[config.mk]
export PLATFORM = sky130hd
export DESIGN_NAME = forwarding_unit_flat
export DESIGN_NICKNAME = d
export VERILOG_FILES = /design/src/rtl/forwarding_if.sv /design/src/rtl/forwarding_unit.sv /design/src/flat_wrapper.sv
export SDC_FILE = /design/constraint.sdc
export NUM_CORES = 1
export LEC_CHECK = 0
export BUFFER_PORTS_ARGS = -buffer_cell sky130_fd_sc_hd__buf_4
export CORE_AREA = 2 2 135 137
export DETAILED_ROUTE_END_ITERATION = 10
export DIE_AREA = 0 0 137 139
export PLACE_DENSITY = 0.79
export SYNTH_ARGS = -nofsm -noshare
export SYNTH_HDL_FRONTEND = slang
export SYNTH_SLANG_ARGS = --single-unit
[constraint.sdc]
create_clock -name clock -period 3.75 [get_ports clock]
set_clock_uncertainty 0.1 [all_clocks]
set_input_delay 0.5625 -clock clock [delete_from_list [all_inputs] [get_ports clock]]
set_output_delay 0.5625 -clock clock [all_outputs]
set_load 0.01 [all_outputs]
[src/rtl/forwarding_if.sv]
// Issue-stage operand bypass bundle: read ports, pipeline stage writebacks, long-latency
// completion, commit write and the forwarded operands / stall returned to issue.
interface forwarding_if #(
  parameter int XLEN   = 32,
  parameter int NREAD  = 2,
  parameter int NSTAGE = 2,
  parameter int NREG   = 32,
  parameter int CNTW   = 16
);
  localparam int AW = $clog2(NREG);

  logic [NREAD-1:0]       rden;
  logic [NREAD*AW-1:0]    raddr;
  logic [NREAD*XLEN-1:0]  rdata;
  logic [NSTAGE-1:0]      stg_wren;
  logic [NSTAGE*AW-1:0]   stg_waddr;
  logic [NSTAGE*XLEN-1:0] stg_wdata;
  logic [NSTAGE-1:0]      stg_wvalid;
  logic                   lat_issue;
  logic [AW-1:0]          lat_waddr;
  logic                   lat_done;
  logic [AW-1:0]          lat_daddr;
  logic [XLEN-1:0]        lat_ddata;
  logic                   cmt_wren;
  logic [AW-1:0]          cmt_waddr;
  logic [XLEN-1:0]        cmt_wdata;
  logic                   flush;
  logic [NREAD*XLEN-1:0]  data;
  logic                   stall;
  logic [CNTW-1:0]        stall_cnt;
  // Observation of internal state: scoreboard bits and commit-buffer occupancy.
  logic [NREG-1:0]        dbg_pending;
  logic                   dbg_cbuf_valid;

  // No valid/ready pairing here: every input is sampled each cycle; stall is the only back-pressure.
  modport slave (
    input  rden, raddr, rdata, stg_wren, stg_waddr, stg_wdata, stg_wvalid,
    input  lat_issue, lat_waddr, lat_done, lat_daddr, lat_ddata,
    input  cmt_wren, cmt_waddr, cmt_wdata, flush,
    output data, stall, stall_cnt, dbg_pending, dbg_cbuf_valid
  );

  modport master (
    output rden, raddr, rdata, stg_wren, stg_waddr, stg_wdata, stg_wvalid,
    output lat_issue, lat_waddr, lat_done, lat_daddr, lat_ddata,
    output cmt_wren, cmt_waddr, cmt_wdata, flush,
    input  data, stall, stall_cnt, dbg_pending, dbg_cbuf_valid
  );
endinterface

[src/rtl/forwarding_unit.sv]
// Operand bypass and hazard detection for the issue stage: stage/long-latency/commit-buffer
// forwarding per read port, a per-register pending-write scoreboard and a stall counter.
module forwarding_unit #(
  parameter int XLEN   = 32,
  parameter int NREAD  = 2,
  parameter int NSTAGE = 2,
  parameter int NREG   = 32,
  parameter int CNTW   = 16
) (
  input logic          clock,
  input logic          reset,
  forwarding_if.slave  bus
);
  localparam int AW = $clog2(NREG);

  logic [NREG-1:0]       pending;
  logic [NREG-1:0]       pending_nxt;
  logic                  cbuf_valid;
  logic [AW-1:0]         cbuf_addr;
  logic [XLEN-1:0]       cbuf_data;
  logic [CNTW-1:0]       stall_cnt;

  logic [NREAD*XLEN-1:0] data_flat;
  logic [NREAD-1:0]      hazard;
  logic [AW-1:0]         addr;
  logic [XLEN-1:0]       sel;
  logic                  stg_hit;
  logic                  stg_ok;
  logic                  lat_hit;

  // Per port: sources are layered lowest priority first so the youngest matching stage wins last.
  always_comb begin
    data_flat = '0;
    hazard    = '0;
    addr      = '0;
    sel       = '0;
    stg_hit   = 1'b0;
    stg_ok    = 1'b1;
    lat_hit   = 1'b0;
    for (int p = 0; p < NREAD; p++) begin
      addr    = bus.raddr[p*AW +: AW];
      sel     = bus.rdata[p*XLEN +: XLEN];
      stg_hit = 1'b0;
      stg_ok  = 1'b1;
      lat_hit = bus.lat_done && (bus.lat_daddr == addr);
      if (cbuf_valid && (cbuf_addr == addr)) sel = cbuf_data;
      if (lat_hit) sel = bus.lat_ddata;
      for (int s = NSTAGE - 1; s >= 0; s--) begin
        if (bus.stg_wren[s] && (bus.stg_waddr[s*AW +: AW] == addr)) begin
          stg_hit = 1'b1;
          stg_ok  = bus.stg_wvalid[s];
          sel     = bus.stg_wdata[s*XLEN +: XLEN];
        end
      end
      if (bus.rden[p] && (addr != '0)) begin
        data_flat[p*XLEN +: XLEN] = sel;
        hazard[p] = (stg_hit && !stg_ok) || (pending[addr] && !stg_hit && !lat_hit);
      end
    end
  end

  assign bus.data           = data_flat;
  assign bus.stall          = |hazard;
  assign bus.stall_cnt      = stall_cnt;
  assign bus.dbg_pending    = pending;
  assign bus.dbg_cbuf_valid = cbuf_valid;

  // Issue after completion on the same register leaves it pending; flush drops same-cycle issue.
  always_comb begin
    pending_nxt = pending;
    if (bus.flush) begin
      pending_nxt = '0;
    end else begin
      if (bus.lat_done && (bus.lat_daddr != '0)) pending_nxt[bus.lat_daddr] = 1'b0;
      if (bus.lat_issue && (bus.lat_waddr != '0)) pending_nxt[bus.lat_waddr] = 1'b1;
    end
  end

  always_ff @(posedge clock or negedge reset) begin
    if (!reset) begin
      pending <= '0;
    end else begin
      pending <= pending_nxt;
    end
  end

  // One-cycle copy of the register-file write, covering a read that sampled the old value.
  always_ff @(posedge clock or negedge reset) begin
    if (!reset) begin
      cbuf_valid <= 1'b0;
      cbuf_addr  <= '0;
      cbuf_data  <= '0;
    end else if (bus.cmt_wren && (bus.cmt_waddr != '0)) begin
      cbuf_valid <= 1'b1;
      cbuf_addr  <= bus.cmt_waddr;
      cbuf_data  <= bus.cmt_wdata;
    end else begin
      cbuf_valid <= 1'b0;
    end
  end

  always_ff @(posedge clock or negedge reset) begin
    if (!reset) begin
      stall_cnt <= '0;
    end else if (bus.stall && (stall_cnt != {CNTW{1'b1}})) begin
      stall_cnt <= stall_cnt + 1'b1;
    end
  end
endmodule

[src/flat_wrapper.sv]
// flat-port wrapper written by rule: the top's interface ports become plain ports
module forwarding_unit_flat 
#(
  parameter int XLEN   = 32,
  parameter int NREAD  = 2,
  parameter int NSTAGE = 2,
  parameter int NREG   = 32,
  parameter int CNTW   = 16
)
  (clock, reset, bus_rden, bus_raddr, bus_rdata, bus_stg_wren, bus_stg_waddr, bus_stg_wdata, bus_stg_wvalid, bus_lat_issue, bus_lat_waddr, bus_lat_done, bus_lat_daddr, bus_lat_ddata, bus_cmt_wren, bus_cmt_waddr, bus_cmt_wdata, bus_flush, bus_data, bus_stall, bus_stall_cnt, bus_dbg_pending, bus_dbg_cbuf_valid);
  forwarding_if #(.XLEN(XLEN), .NREAD(NREAD), .NSTAGE(NSTAGE), .NREG(NREG), .CNTW(CNTW)) bus_i ();
  input logic clock;
  input logic reset;
  input wire logic [$bits(bus_i.rden)-1:0] bus_rden;
  input wire logic [$bits(bus_i.raddr)-1:0] bus_raddr;
  input wire logic [$bits(bus_i.rdata)-1:0] bus_rdata;
  input wire logic [$bits(bus_i.stg_wren)-1:0] bus_stg_wren;
  input wire logic [$bits(bus_i.stg_waddr)-1:0] bus_stg_waddr;
  input wire logic [$bits(bus_i.stg_wdata)-1:0] bus_stg_wdata;
  input wire logic [$bits(bus_i.stg_wvalid)-1:0] bus_stg_wvalid;
  input wire logic [$bits(bus_i.lat_issue)-1:0] bus_lat_issue;
  input wire logic [$bits(bus_i.lat_waddr)-1:0] bus_lat_waddr;
  input wire logic [$bits(bus_i.lat_done)-1:0] bus_lat_done;
  input wire logic [$bits(bus_i.lat_daddr)-1:0] bus_lat_daddr;
  input wire logic [$bits(bus_i.lat_ddata)-1:0] bus_lat_ddata;
  input wire logic [$bits(bus_i.cmt_wren)-1:0] bus_cmt_wren;
  input wire logic [$bits(bus_i.cmt_waddr)-1:0] bus_cmt_waddr;
  input wire logic [$bits(bus_i.cmt_wdata)-1:0] bus_cmt_wdata;
  input wire logic [$bits(bus_i.flush)-1:0] bus_flush;
  output wire logic [$bits(bus_i.data)-1:0] bus_data;
  output wire logic [$bits(bus_i.stall)-1:0] bus_stall;
  output wire logic [$bits(bus_i.stall_cnt)-1:0] bus_stall_cnt;
  output wire logic [$bits(bus_i.dbg_pending)-1:0] bus_dbg_pending;
  output wire logic [$bits(bus_i.dbg_cbuf_valid)-1:0] bus_dbg_cbuf_valid;
  assign bus_i.rden = bus_rden;
  assign bus_i.raddr = bus_raddr;
  assign bus_i.rdata = bus_rdata;
  assign bus_i.stg_wren = bus_stg_wren;
  assign bus_i.stg_waddr = bus_stg_waddr;
  assign bus_i.stg_wdata = bus_stg_wdata;
  assign bus_i.stg_wvalid = bus_stg_wvalid;
  assign bus_i.lat_issue = bus_lat_issue;
  assign bus_i.lat_waddr = bus_lat_waddr;
  assign bus_i.lat_done = bus_lat_done;
  assign bus_i.lat_daddr = bus_lat_daddr;
  assign bus_i.lat_ddata = bus_lat_ddata;
  assign bus_i.cmt_wren = bus_cmt_wren;
  assign bus_i.cmt_waddr = bus_cmt_waddr;
  assign bus_i.cmt_wdata = bus_cmt_wdata;
  assign bus_i.flush = bus_flush;
  assign bus_data = bus_i.data;
  assign bus_stall = bus_i.stall;
  assign bus_stall_cnt = bus_i.stall_cnt;
  assign bus_dbg_pending = bus_i.dbg_pending;
  assign bus_dbg_cbuf_valid = bus_i.dbg_cbuf_valid;
  forwarding_unit #(.XLEN(XLEN), .NREAD(NREAD), .NSTAGE(NSTAGE), .NREG(NREG), .CNTW(CNTW)) u_core (.clock(clock), .reset(reset), .bus(bus_i));
endmodule
* Word level (Yosys, flattened, before mapping)
Cells that the tools add are included.
Widths: inputs -> output; s select.
** Word-level totals
- Register bits :: 86
- Output and inout bits :: 114
- Word-level logic and storage cells :: 93
** Cells by class
- Reductions and logical operators :: 36
- Magnitude comparators :: 6
- Multiplexer cells :: 33
- $add $sub $neg :: 1
- Bitwise logic cells :: 3
- Equal/unequal tests :: 9
** Operators with widths (number)
- $mux 32 :: 14
- $eq 5x5->1 :: 8
- $and 32x32->32 :: 1
- $not 32->32 :: 1
- $or 32x32->32 :: 1
- $reduce_bool 5->1 :: 5
- $lt 5x6->1 const B :: 4
- $logic_and 1x1->1 :: 22
- $add 16x1->16 const B :: 1
- $ne 16x16->1 const B :: 1
- $mux 1 :: 15
- $bmux 1 s5 :: 2
- $demux 1 s5 :: 2
- $ge 5x1->1 const B :: 2
- $logic_not 1->1 :: 6
- $logic_or 1x1->1 :: 2
- $reduce_or 2->1 :: 1

* Logic depth before layout (Yosys ltp)
Gate-level depths: netlist (run 1).
- Depth in word-level cells :: 11
- Depth in mapped cells :: 12
- Gate-level depth less buffers :: 8

* Worst setup path before layout (run 1)
Ideal clock, no wire load.
- Path type :: input -> output
- From :: in bus_raddr[5]
- To :: out bus_data[34]
- Data arrival time :: 2.423 ns
- Setup slack :: 0.664 ns
- Data required time :: 3.087 ns
- Cell stages on the path :: 9
- Path through :: buf_4 xor2_1 nor4_1 and3_1 buf_2 clkbuf_1 mux2_2 o211ai_1 a21oi_1
** Between the ends
- Cells in the longest elaborated chain, start to end :: 7
** Ends and longest elaborated chain
- start: declaration :: line flat_wrapper.sv:15 : input wire logic [$bits(bus_i.raddr)-1:0] bus_raddr;
- $eq 5x5->1 :: line forwarding_unit.sv:46 : if (cbuf_valid && (cbuf_addr == addr)) sel = cbuf_data;
- $logic_and 1x1->1 :: line forwarding_unit.sv:46
- $mux 32 :: line forwarding_unit.sv:46
- $mux 32 :: line forwarding_unit.sv:47 : if (lat_hit) sel = bus.lat_ddata;
- $mux 32 (2 in series) :: line forwarding_unit.sv:49 : if (bus.stg_wren[s] && (bus.stg_waddr[s*AW +: AW] == addr)) begin
- $mux 32 (*) :: line forwarding_unit.sv:55 : if (bus.rden[p] && (addr != '0)) begin
- end: declaration :: line flat_wrapper.sv:30 : output wire logic [$bits(bus_i.data)-1:0] bus_data;
Every way passes the cells marked *; elsewhere a longest branch is shown, timed or not.

* Worst setup path in the final report (run 1)
- From :: in bus_raddr[0]
- To :: out bus_stall
** Between the ends
- Cells in the longest elaborated chain, start to end :: 10
** Ends and longest elaborated chain
- branches (longest 8 deep; another with $bmux 1 s5)
- $mux 1 (*) :: line forwarding_unit.sv:55
- $reduce_or 2->1 (*) :: line forwarding_unit.sv:63 : assign bus.stall = |hazard;
- end: declaration :: line flat_wrapper.sv:31 : output wire logic [$bits(bus_i.stall)-1:0] bus_stall;
Every way passes the cells marked *. The select of a mux whose other input is x is not followed.

==> reports/metrics.yaml, run 1 <==
intPower_mw: 1.99
grt_max_degree: 65
synth_nets: 1198
maxCapViolCount: 0
worstSetupEndpointType: "output port"
synth_area_leaders: "dfrtp_1 28%, nand2_1 13%, mux2i_1 9.7%"
rsz0062_at_grt: "no"
worstMarginPinSlew_ns: 0.862
worstPathArrival_ns: 2.76
ys_types: 45
reg2reg_from: "u_core.bus.dbg_pending[10]"
layout-drive-gt1-share_pct: 38.5
fin_nets: 1510
slew_viol_final: 0
yosysSeqAreaShare_pct: 28.0
fmax_mhz: 293
die_w_microns: 137
hp-class: "input port to asynchronous set/reset pin"
finalInstanceArea_sq_um: 10900
power_leakage_nw: 5.04
post_cts_buffers: 0
power_mw: 2.96
fin_ws_ns: 0.332
p_seq_share_pct: 37.1
drt_iter0_markers: 595
tns_ns: 0
avgViaCountPerCell: 5.84
vias: 8800
crit_fanout: 10
grt.overflow.total: 0
timing.rr.end: "u_core.bus.stall_cnt[8]"
placed_cell_area_sq_um: 10600
crit_chain: "buf_4 > mux4_1 > mux2_2 > or3_1 > and4_4 > nor3_1 > inv_1 > buf_4"
ir_drop_uv: 343
htree_levels: 3
wirelength_microns: 31600
r2r_slack_ns: 0.77
dieArea_sq_um: 19000
p_clk_share_pct: 29.9
seqCellArea_sq_um: 2150
wire_per_inst_microns: 21.0
post_cts_resized: 0
gp_congestion: 0.925
r2r.worst_path.cells: 8
start_util_pct: 43.5
hold_violations: 0
ys_warn_count: 0
ant_nets: 0
numCtsBuffers: 9
grt_pass1_vias: 8821
async_reset_ff_share_pct: 100
ys_seq_elements: 86
fin_crit_sh_pct: 91.2
final_core_util_pct: 61.6
ys.flop_type: "dfrtp_1"
row_count: 49
synth.most_common_cell: "nand2_1"
finalCriticalPeriod_ns: 3.42
crit_top_cell: "buf_4"
clk_pin_slew_worst_paths_ns: 0.06
cp_slowest_stage_delay_ns: 0.57
netlist_instances: 958
yosys.area.top_type: "dfrtp_1"
slew_headroom_pct: 42.5
boundaryPins: 353
cts_sinks: 86
power_switching_mw: 0.968
p_per_area_nw_per_um2: 273
start_kind: "input port"
synth_top_area_share_pct: 28.0
cp_slowest_cell: "mux4_1"
fillers: 1585
postCtsHoldBufs: 0
synth_common_cells: "275 x nand2_1, 94 x a21oi_1, 86 x dfrtp_1"
placeableCoreArea_sq_um: 17700
dr.pass1.iters: 5
cts_buffer_depth: 2
pwr-share-comb_pct: 33.0
root_buffer: "clkbuf_16"
antenna_found_initial: 3
track_usage_pct: 32.7
area_delta_synth_final_pct: 41.6
clk_latency_ns: 0.35
grt_pass1_wl_microns: 48300
syn_area_sq_um: 7670
crit_required_ns: 3.09
setup_viol_count_final: 0
multiInputGateArea_sq_um: 5210
cts_tree: "yes"
critPathKind: "input port to output port"
pre_cts_ws_ns: 0.361
synth_edf_count: 0
io_buffers: 352
post-route-drc-count: 0
die_h_microns: 139
status: "finished clean"
hpwl_microns: 23400
avgSynthCellArea_sq_um: 8.01
switching_share_pct: 32.7
power groups by stage:
stage	Combinational [mW]	Clock, mW	Sequential (mW)
3_3_place_gp	0.949	0	1.11
2_1_floorplan	0.462	0	1.10
4_1_cts	0.972	0.902	1.10
6_report	0.978	0.885	1.10
5_1_grt	1.06	0.941	1.11
3_5_place_dp	0.969	0	1.11
registers in the layout (all words and copies together), names as in the netlist:
| register | count |
|---|---|
| u_core.cbuf_addr | 5 |
| u_core.cbuf_data | 32 |
| u_core.bus.dbg_cbuf_valid | 1 |
| u_core.bus.dbg_pending | 32 |
| u_core.bus.stall_cnt | 16 |
layout make-up:
class	count	share of cell area [%]
diodes	3	0.0691
well taps	229	2.64
inverters	7	0.242
flip-flops and latches	86	19.8
multi-input cells	786	47.9
clock inverters	4	0.276
repair buffers	380	26.7
clock buffers	12	2.36
kinds of logic after synthesis:
group           after synthesis  synth area share [%]
mux                         154                  23.8
flops                        86                  28.0
fa+ha+maj                     1                 0.163
compound gates              200                  15.7
simple gates                377                  21.2
buf+inv                      86                  4.87
xor+xnor                     54                  6.16
layer usage:
layer	vias up	track usage, %	routed length (microns)
met4	0	18.1	1490
li1	3994	-	-
met2	574	53.1	15100
met5	-	0	0
met1	4122	40.4	11800
met3	110	6.47	3240
cells in the final DEF, fill, tap and decap left out, drive strengths merged, types with 2 or more instances in the layout:
master    n
a211o     2
a21oi    94
and3      7
buf     380
clkbuf   12
clkinv    2
dfrtp    86
diode     3
inv       8
mux2     65
mux2i    74
mux4     15
nand2   275
nand2b    5
nand3    19
nand3b    6
nand4     3
nor2     22
nor2b     7
nor3      7
nor4     13
o211ai   63
o21ai    36
or3       3
or3b      3
or4       2
or4b      2
xnor2    12
xor2     42
worst max-delay path, delay by kind of cell:
family        cells  cell delay [ns]
buf+inv           3             0.44
simple gates      3             0.91
mux               2             0.84
worst max-delay path by stage:
| stage | to | slack (ns) | start | cells after the start |
|---|---|---|---|---|
| floorplan | bus_data[34] | 0.66 | bus_raddr[5] | 9 |
| global placement | bus_stall | 0.38 | bus_raddr[0] | 8 |
| detailed placement | bus_stall | 0.36 | bus_raddr[0] | 8 |
| CTS | bus_stall | 0.36 | bus_raddr[0] | 8 |
| global route | bus_data[18] | 0.21 | u_core.cbuf_addr[2] | 9 |
| finish | bus_stall | 0.33 | bus_raddr[0] | 8 |
per-stage QoR:
| stage | hold slack (ns) | cells |
|---|---|---|
| final | 0.231 | 1507 |
| after global routing | 0.297 | 1507 |
| after CTS | 0.261 | 1504 |
| after detailed placement | 0.389 | 1488 |
| after global placement | 0.383 | 1488 |
| after floorplan | 0.167 | 958 |
No activity file was read; power rests on OpenSTA's default activity.
==> inputs of run 2 (changes only) <==
--- a/config.mk
+++ b/config.mk
@@ -5,11 +5,14 @@
 export SDC_FILE = /design/constraint.sdc
 export NUM_CORES = 1
 export LEC_CHECK = 0
+export ABC_CLOCK_PERIOD_IN_PS = 3750
 export BUFFER_PORTS_ARGS = -buffer_cell sky130_fd_sc_hd__buf_4
 export CORE_AREA = 2 2 135 137
 export DETAILED_ROUTE_END_ITERATION = 10
 export DIE_AREA = 0 0 137 139
 export PLACE_DENSITY = 0.79
+export REMOVE_ABC_BUFFERS = 1
+export SETUP_SLACK_MARGIN = 0.2
 export SYNTH_ARGS = -nofsm -noshare
 export SYNTH_HDL_FRONTEND = slang
 export SYNTH_SLANG_ARGS = --single-unit
==> run 2 against run 1 <==
Compared with the run above:
- die area stayed put
- total power grew 2.0%
- flip-flop and latch count did not move
- sequential share of layout area hardly changed
- wire length is essentially flat
- sequential power hardly changed
- register-to-register slack lost 0.03 ns
- setup slack improved by 0.019 ns
- critical path depth increased by 1
- clock power up 7.6%
- first-iteration DRC count shrank 17%
- critical endpoint is now bus_data[60]
- largest cell class unchanged
==> reports/metrics.yaml, run 2 (synthesized netlist as in run 1, its figures left out) <==
post_cts_buffers: 0  # unchanged
timing.rr.end: "u_core.bus.stall_cnt[1]"
reg2reg_from: "u_core.bus.dbg_pending[11]"
cts_tree: "yes"
fmax_mhz: 294  # +0.56%
row_count: 49  # unchanged
slew_viol_final: 0  # unchanged
cts_sinks: 86  # unchanged
postCtsHoldBufs: 0  # unchanged
ant_nets: 0  # unchanged
grt.overflow.total: 0  # unchanged
placeableCoreArea_sq_um: 17700  # unchanged
fin_ws_ns: 0.351  # +0.0190 ns
maxCapViolCount: 0  # unchanged
grt_pass1_vias: 8555  # -3.0%
mostFrequentLayoutCells: "376 x buf_4, 275 x nand2_1, 94 x a21oi_1"
wire_per_inst_microns: 21.0  # about the same
r2r_slack_ns: 0.74  # -0.03 ns
start_util_pct: 43.5  # unchanged
pre_cts_ws_ns: 0.362  # +0.00158 ns
drt_iter0_markers: 493  # -17%
vias: 8780  # -0.23%
cts_buffer_depth: 2  # unchanged
die_w_microns: 137  # unchanged
crit_fanout: 19  # +9
antenna_found_initial: 1  # -2
clk_latency_ns: 0.35  # about the same
htree_levels: 3  # unchanged
area_delta_synth_final_pct: 41.9
clk_pin_slew_worst_paths_ns: 0.07  # about the same
hpwl_microns: 23500  # +0.43%
hold_violations: 0  # unchanged
dr.pass1.iters: 7  # +2
worstMarginPinSlew_ns: 0.968  # +0.105 ns
io_buffers: 352  # unchanged
final_common_cell: "buf_4"
power_mw: 3.02  # +2.0%
fin_crit_sh_pct: 90.7  # -0.51 points
fin_nets: 1510  # unchanged
wirelength_microns: 31600  # about the same
boundaryPins: 353  # unchanged
finalCriticalPeriod_ns: 3.40  # -0.0190 ns
dieArea_sq_um: 19000  # unchanged
p_per_area_nw_per_um2: 277  # +1.7%
slew_headroom_pct: 35.5  # -7.0 points
grt_pass1_wl_microns: 47500  # -1.6%
worstSetupEndpointType: "output port"
root_buffer: "clkbuf_16"
wl_met1_microns: 11300  # -3.7%
track_usage_pct: 32.1  # -0.61 points
crit_required_ns: 3.09  # about the same
grt_max_degree: 74  # +14%
wl_met3_microns: 3800  # +17%
hp-class: "input port to asynchronous set/reset pin"
post-route-drc-count: 0  # unchanged
route.met2.wl_microns: 14900  # -1.6%
post_cts_resized: 0  # unchanged
r2r.worst_path.cells: 6  # -2
layout-drive-gt1-share_pct: 38.7  # +0.24 points
critPathKind: "input port to output port"
avgViaCountPerCell: 5.83  # about the same
rsz0062_at_grt: "no"
die_h_microns: 139  # unchanged
gp_congestion: 1.02  # +11%
numCtsBuffers: 9  # unchanged
worstPathArrival_ns: 2.74  # -0.02 ns
top_layer: "met4"
start_kind: "input port"
setup_viol_count_final: 0  # unchanged
power_leakage_nw: 5.06  # +0.37%
status: "finished clean"
ir_drop_uv: 327  # -4.9%
run 2: metrics by stage:
step           instances  util, %  setup TNS [ns]  hold WS (ns)  instance area, sq um
4_1_cts             1504     61.7               0         0.292                 10900
2_1_floorplan        879        -         -100.92         0.167                  7330
3_5_place_dp        1488     59.9               0         0.380                 10600
3_3_place_gp        1488     59.9               0         0.384                 10600
6_report            1505     61.7               0         0.263                 10900
5_1_grt             1505     61.7               0         0.302                 10900
run 2: cell type report:
cell class                      count  area, sq um
Fill cell                        1556         6760
Timing Repair Buffer              380         2900
Antenna cell                        1         2.50
Tap cell                          229          287
Clock buffer                        9          225
Clock inverter                      7         86.3
Sequential cell                    86         2150
Multi-Input combinational cell    786         5210
Inverter                            7         26.3
run 2: how the worst max path moves through the flow:
stage / slack, ns / to / start
4_1_cts: 0.36 / bus_data[60] / bus_raddr[8]
3_3_place_gp: 0.41 / u_core.bus.stall_cnt[1] / bus_raddr[0]
5_1_grt: 0.20 / bus_data[60] / bus_raddr[8]
6_report: 0.35 / bus_data[60] / bus_raddr[8]
2_1_floorplan: -1.12 / u_core.bus.stall_cnt[12] / bus_raddr[3]
3_5_place_dp: 0.36 / u_core.bus.stall_cnt[1] / bus_raddr[0]
run 2: layer usage:
metal,vias to the layer above,global-route usage (%)
met4,0,16.1
met3,111,8.70
met1,4066,38.8
met5,-,0
li1,3990,-
met2,613,52.2
run 2: where the power goes:
group	switching, mW	total [mW]	leakage, nW	internal [mW]
Sequential	0.0911	1.09	1.11	1.00
Clock	0.419	0.952	0.156	0.533
Combinational	0.474	0.975	3.80	0.501
Total	0.984	3.02	5.06	2.04
run 2: worst max-delay path, stage by stage:
cell	delay [ns]
buf_4	0.15
xor2_1	0.16
nor4_1	0.25
and3_2	0.44
buf_4	0.37
mux2_2	0.38
o211ai_1	0.18
a21oi_1	0.09
buf_4	0.15
==> inputs of run 3 (changes only) <==
--- a/config.mk
+++ b/config.mk
@@ -5,11 +5,13 @@
 export SDC_FILE = /design/constraint.sdc
 export NUM_CORES = 1
 export LEC_CHECK = 0
+export ABC_AREA = 1
 export ABC_CLOCK_PERIOD_IN_PS = 3750
 export BUFFER_PORTS_ARGS = -buffer_cell sky130_fd_sc_hd__buf_4
-export CORE_AREA = 2 2 135 137
+export CORE_AREA = 2 2 137 139
+export CTS_BUF_LIST = sky130_fd_sc_hd__clkbuf_16
 export DETAILED_ROUTE_END_ITERATION = 10
-export DIE_AREA = 0 0 137 139
+export DIE_AREA = 0 0 139 141
 export PLACE_DENSITY = 0.79
 export REMOVE_ABC_BUFFERS = 1
 export SETUP_SLACK_MARGIN = 0.2
==> run 3 against run 2 <==
Compared with the run above:
- sequential share of layout area is 0.086 points lower
- largest power group unchanged
- wire length is 14% higher
- first-iteration DRC count is 130% higher
- cell area is 0.44% higher
- sequential power hardly changed
- final cell count is 22% higher
- hold slack worse by 0.040 ns
- fmax is 0.75% higher
- critical path type unchanged
- via count is 20% higher
- critical path depth is 3 higher
==> reports/metrics.yaml, run 3 <==
status: "finished clean"
grt_pass1_vias: 9810  # +15%
netlist_instances: 1291  # +35%
power_switching_mw: 1.08  # +9.7%
grt_max_degree: 63  # -15%
synth_top_area_share_pct: 27.4  # -0.65 points
fin_ws_ns: 0.376  # +0.0254 ns
avgSynthCellArea_sq_um: 6.09  # -24%
crit_fanout: 25  # +6
wire_per_inst_microns: 19.5  # -7.2%
p_clk_share_pct: 29.5  # -2.0 points
wirelength_microns: 35900  # +14%
pwr-share-comb_pct: 34.9  # +2.6 points
die_h_microns: 141  # +1.4%
start_kind: "input port"
cts_buffer_depth: 2  # unchanged
ys.flop_type: "dfrtp_1"
avgViaCountPerCell: 5.73  # -1.8%
grt_pass1_wl_microns: 54100  # +14%
worstMarginPinSlew_ns: 0.996  # +0.0279 ns
hp-class: "input port to asynchronous set/reset pin"
root_buffer: "clkbuf_16"
critPathKind: "input port to output port"
tns_ns: 0  # unchanged
critPathLaunch: "bus_raddr[6]"
synth_common_cells: "409 x nand2_1, 177 x o21ai_0, 111 x inv_1"
finalCriticalPeriod_ns: 3.37  # -0.0254 ns
cp_slowest_cell: "nand3_4"
post_cts_resized: 0  # unchanged
drt_iter0_markers: 1143  # +130%
cp_slowest_stage_delay_ns: 0.37  # -0.07 ns
ant_nets: 0  # unchanged
p_seq_share_pct: 35.6  # -0.6 points
start_util_pct: 43.0  # -0.46 points
final_common_cell: "nand2_1"
ir_drop_uv: 280  # -14%
fin_nets: 1843  # +22%
post-route-drc-count: 0  # unchanged
dr.pass1.iters: 6  # -1
area_delta_synth_final_pct: 39.3
yosysSeqAreaShare_pct: 27.4  # -0.65 points
power_leakage_nw: 5.56  # +10%
io_buffers: 352  # unchanged
setup_viol_count_final: 0  # unchanged
fmax_mhz: 296  # +0.75%
cts_sinks: 86  # unchanged
synth_area_leaders: "dfrtp_1 27%, nand2_1 20%, o21ai_0 11%"
htree_levels: 3  # unchanged
pre_cts_ws_ns: 0.399  # +0.0365 ns
hpwl_microns: 27200  # +16%
async_reset_ff_share_pct: 100  # unchanged
r2r.worst_path.cells: 12  # +6
cts_tree: "yes"
rsz0062_at_grt: "no"
mostFrequentLayoutCells: "409 x nand2_1, 379 x buf_4, 177 x o21ai_0"
hold_violations: 0  # unchanged
post_cts_buffers: 0  # unchanged
layout-drive-gt1-share_pct: 26.6  # -12 points
gp_congestion: 0.991  # -3.2%
clk_pin_slew_worst_paths_ns: 0.07  # about the same
die_w_microns: 139  # +1.5%
boundaryPins: 353  # unchanged
ys_seq_elements: 86  # unchanged
clk_latency_ns: 0.35  # about the same
switching_share_pct: 36.1  # +3.5 points
final_core_util_pct: 59.9  # -1.8 points
crit_chain: "buf_4 > inv_2 > nand2_1 > o21ai_2 > a21oi_4 > nand3_4 > buf_4 > nand2_1 > o21ai_1 > o221ai_1 > a21oi_1 > buf_4"
syn_area_sq_um: 7860  # +2.4%
dieArea_sq_um: 19600  # +2.9%
intPower_mw: 1.91  # -6.0%
synth.most_common_cell: "nand2_1"
maxCapViolCount: 0  # unchanged
critPathBufInv: 4  # +1
numCtsBuffers: 9  # unchanged
worstPathArrival_ns: 2.71  # -0.03 ns
cp_num_cells: 12  # +3
postCtsHoldBufs: 0  # unchanged
track_usage_pct: 34.7  # +2.6 points
synth_edf_count: 0  # unchanged
placeableCoreArea_sq_um: 18300  # +3.5%
yosys.area.top_type: "dfrtp_1"
worstSetupEndpointType: "output port"
vias: 10600  # +20%
ys_types: 40  # -11%
crit_required_ns: 3.09  # about the same
path_delay_family: "compound AO/OA/AOI/OAI gates"
fillers: 1833  # +18%
antenna_found_initial: 1  # unchanged
row_count: 50  # +2.0%
slew_headroom_pct: 33.6  # -1.9 points
ys_warn_count: 0  # unchanged
reg2reg_from: "u_core.bus.stall_cnt[0]"
grt.overflow.total: 0  # unchanged
p_per_area_nw_per_um2: 274  # -1.3%
crit_top_cell: "buf_4"
slew_viol_final: 0  # unchanged
fin_crit_sh_pct: 90.0  # -0.68 points
[run 3: changes by cell type after synthesis, moves of 51 or more]
cell	before	now
nand3_1	19	95
mux2i_1	74	7
o21ai_0	34	177
inv_1	7	111
nor2_1	22	73
nand2_1	275	409
mux2_2	64	0
[run 3: worst reg2reg max path, cell delays in order (launching register included)]
cell and delay [ns]:
dfrtp_1 0.43, ha_1 0.22, nand3_1 0.18, nor3_1 0.25, nand2_1 0.13, nor2_1 0.10
nand2_1 0.24, nand2_1 0.18, inv_1 0.08, nand2_1 0.09, nor2_1 0.06, nand3_1 0.08
nand2_1 0.05
[run 3: routing by layer]
layer  GRT usage (%)  wire, microns
met1            45.5          14000
met3            5.64           3510
met2            57.9          17000
met4            12.9           1390
met5               0              0
[run 3: worst paths after layout]
| path | end | slack (ns) |
|---|---|---|
| setup / recovery | bus_data[34] | 0.38 |
| hold / removal | u_core.bus.dbg_pending[4] | 0.22 |
| setup reg to reg | u_core.bus.stall_cnt[13] | 1.47 |
| hold reg to reg | u_core.bus.stall_cnt[6] | 0.40 |
| max in group asynchronous | u_core.cbuf_data[22] | 2.44 |
| min in group clock | u_core.cbuf_data[18] | 0.32 |
[run 3: through the flow]
step / area [sq um] / std cells / hold WS (ns) / power [mW]
3_3_place_gp: 10600 / 1826 / 0.384 / 2.10
4_1_cts: 10900 / 1842 / 0.247 / 2.99
6_report: 10900 / 1843 / 0.223 / 2.99
5_1_grt: 10900 / 1843 / 0.281 / 3.14
2_1_floorplan: 7470 / 1211 / 0.167 / 1.52
3_5_place_dp: 10600 / 1826 / 0.389 / 2.11
[run 3: cell families after synthesis]
kind of cell             after synthesis  share of synthesized area [%]
multiplexers                           7                          0.892
flip-flops                            86                           27.4
AND/OR/NAND/NOR                      625                           33.5
AO/OA/AOI/OAI                        356                           25.8
adder cells (fa/ha/maj)                1                          0.159
buffers and inverters                203                           10.8
XOR/XNOR                              13                           1.45
[run 3: final cells by class]
type	instances	area (sq um)	area share, %
antenna	1	2.50	0.0229
clock buffer	9	225	2.06
clock inverter	7	55.1	0.503
inverter	123	465	4.25
multi-input combinational	1002	4860	44.4
sequential	86	2150	19.7
tap	234	293	2.68
timing repair buffer	381	2890	26.4
[run 3: power by group through the flow]
stage | registers [mW] | clock network, mW | logic (mW)
global placement | 1.08 | 0 | 1.02
global route | 1.08 | 0.935 | 1.13
finish | 1.07 | 0.883 | 1.04
CTS | 1.06 | 0.898 | 1.03
detailed placement | 1.08 | 0 | 1.03
floorplan | 1.08 | 0 | 0.444
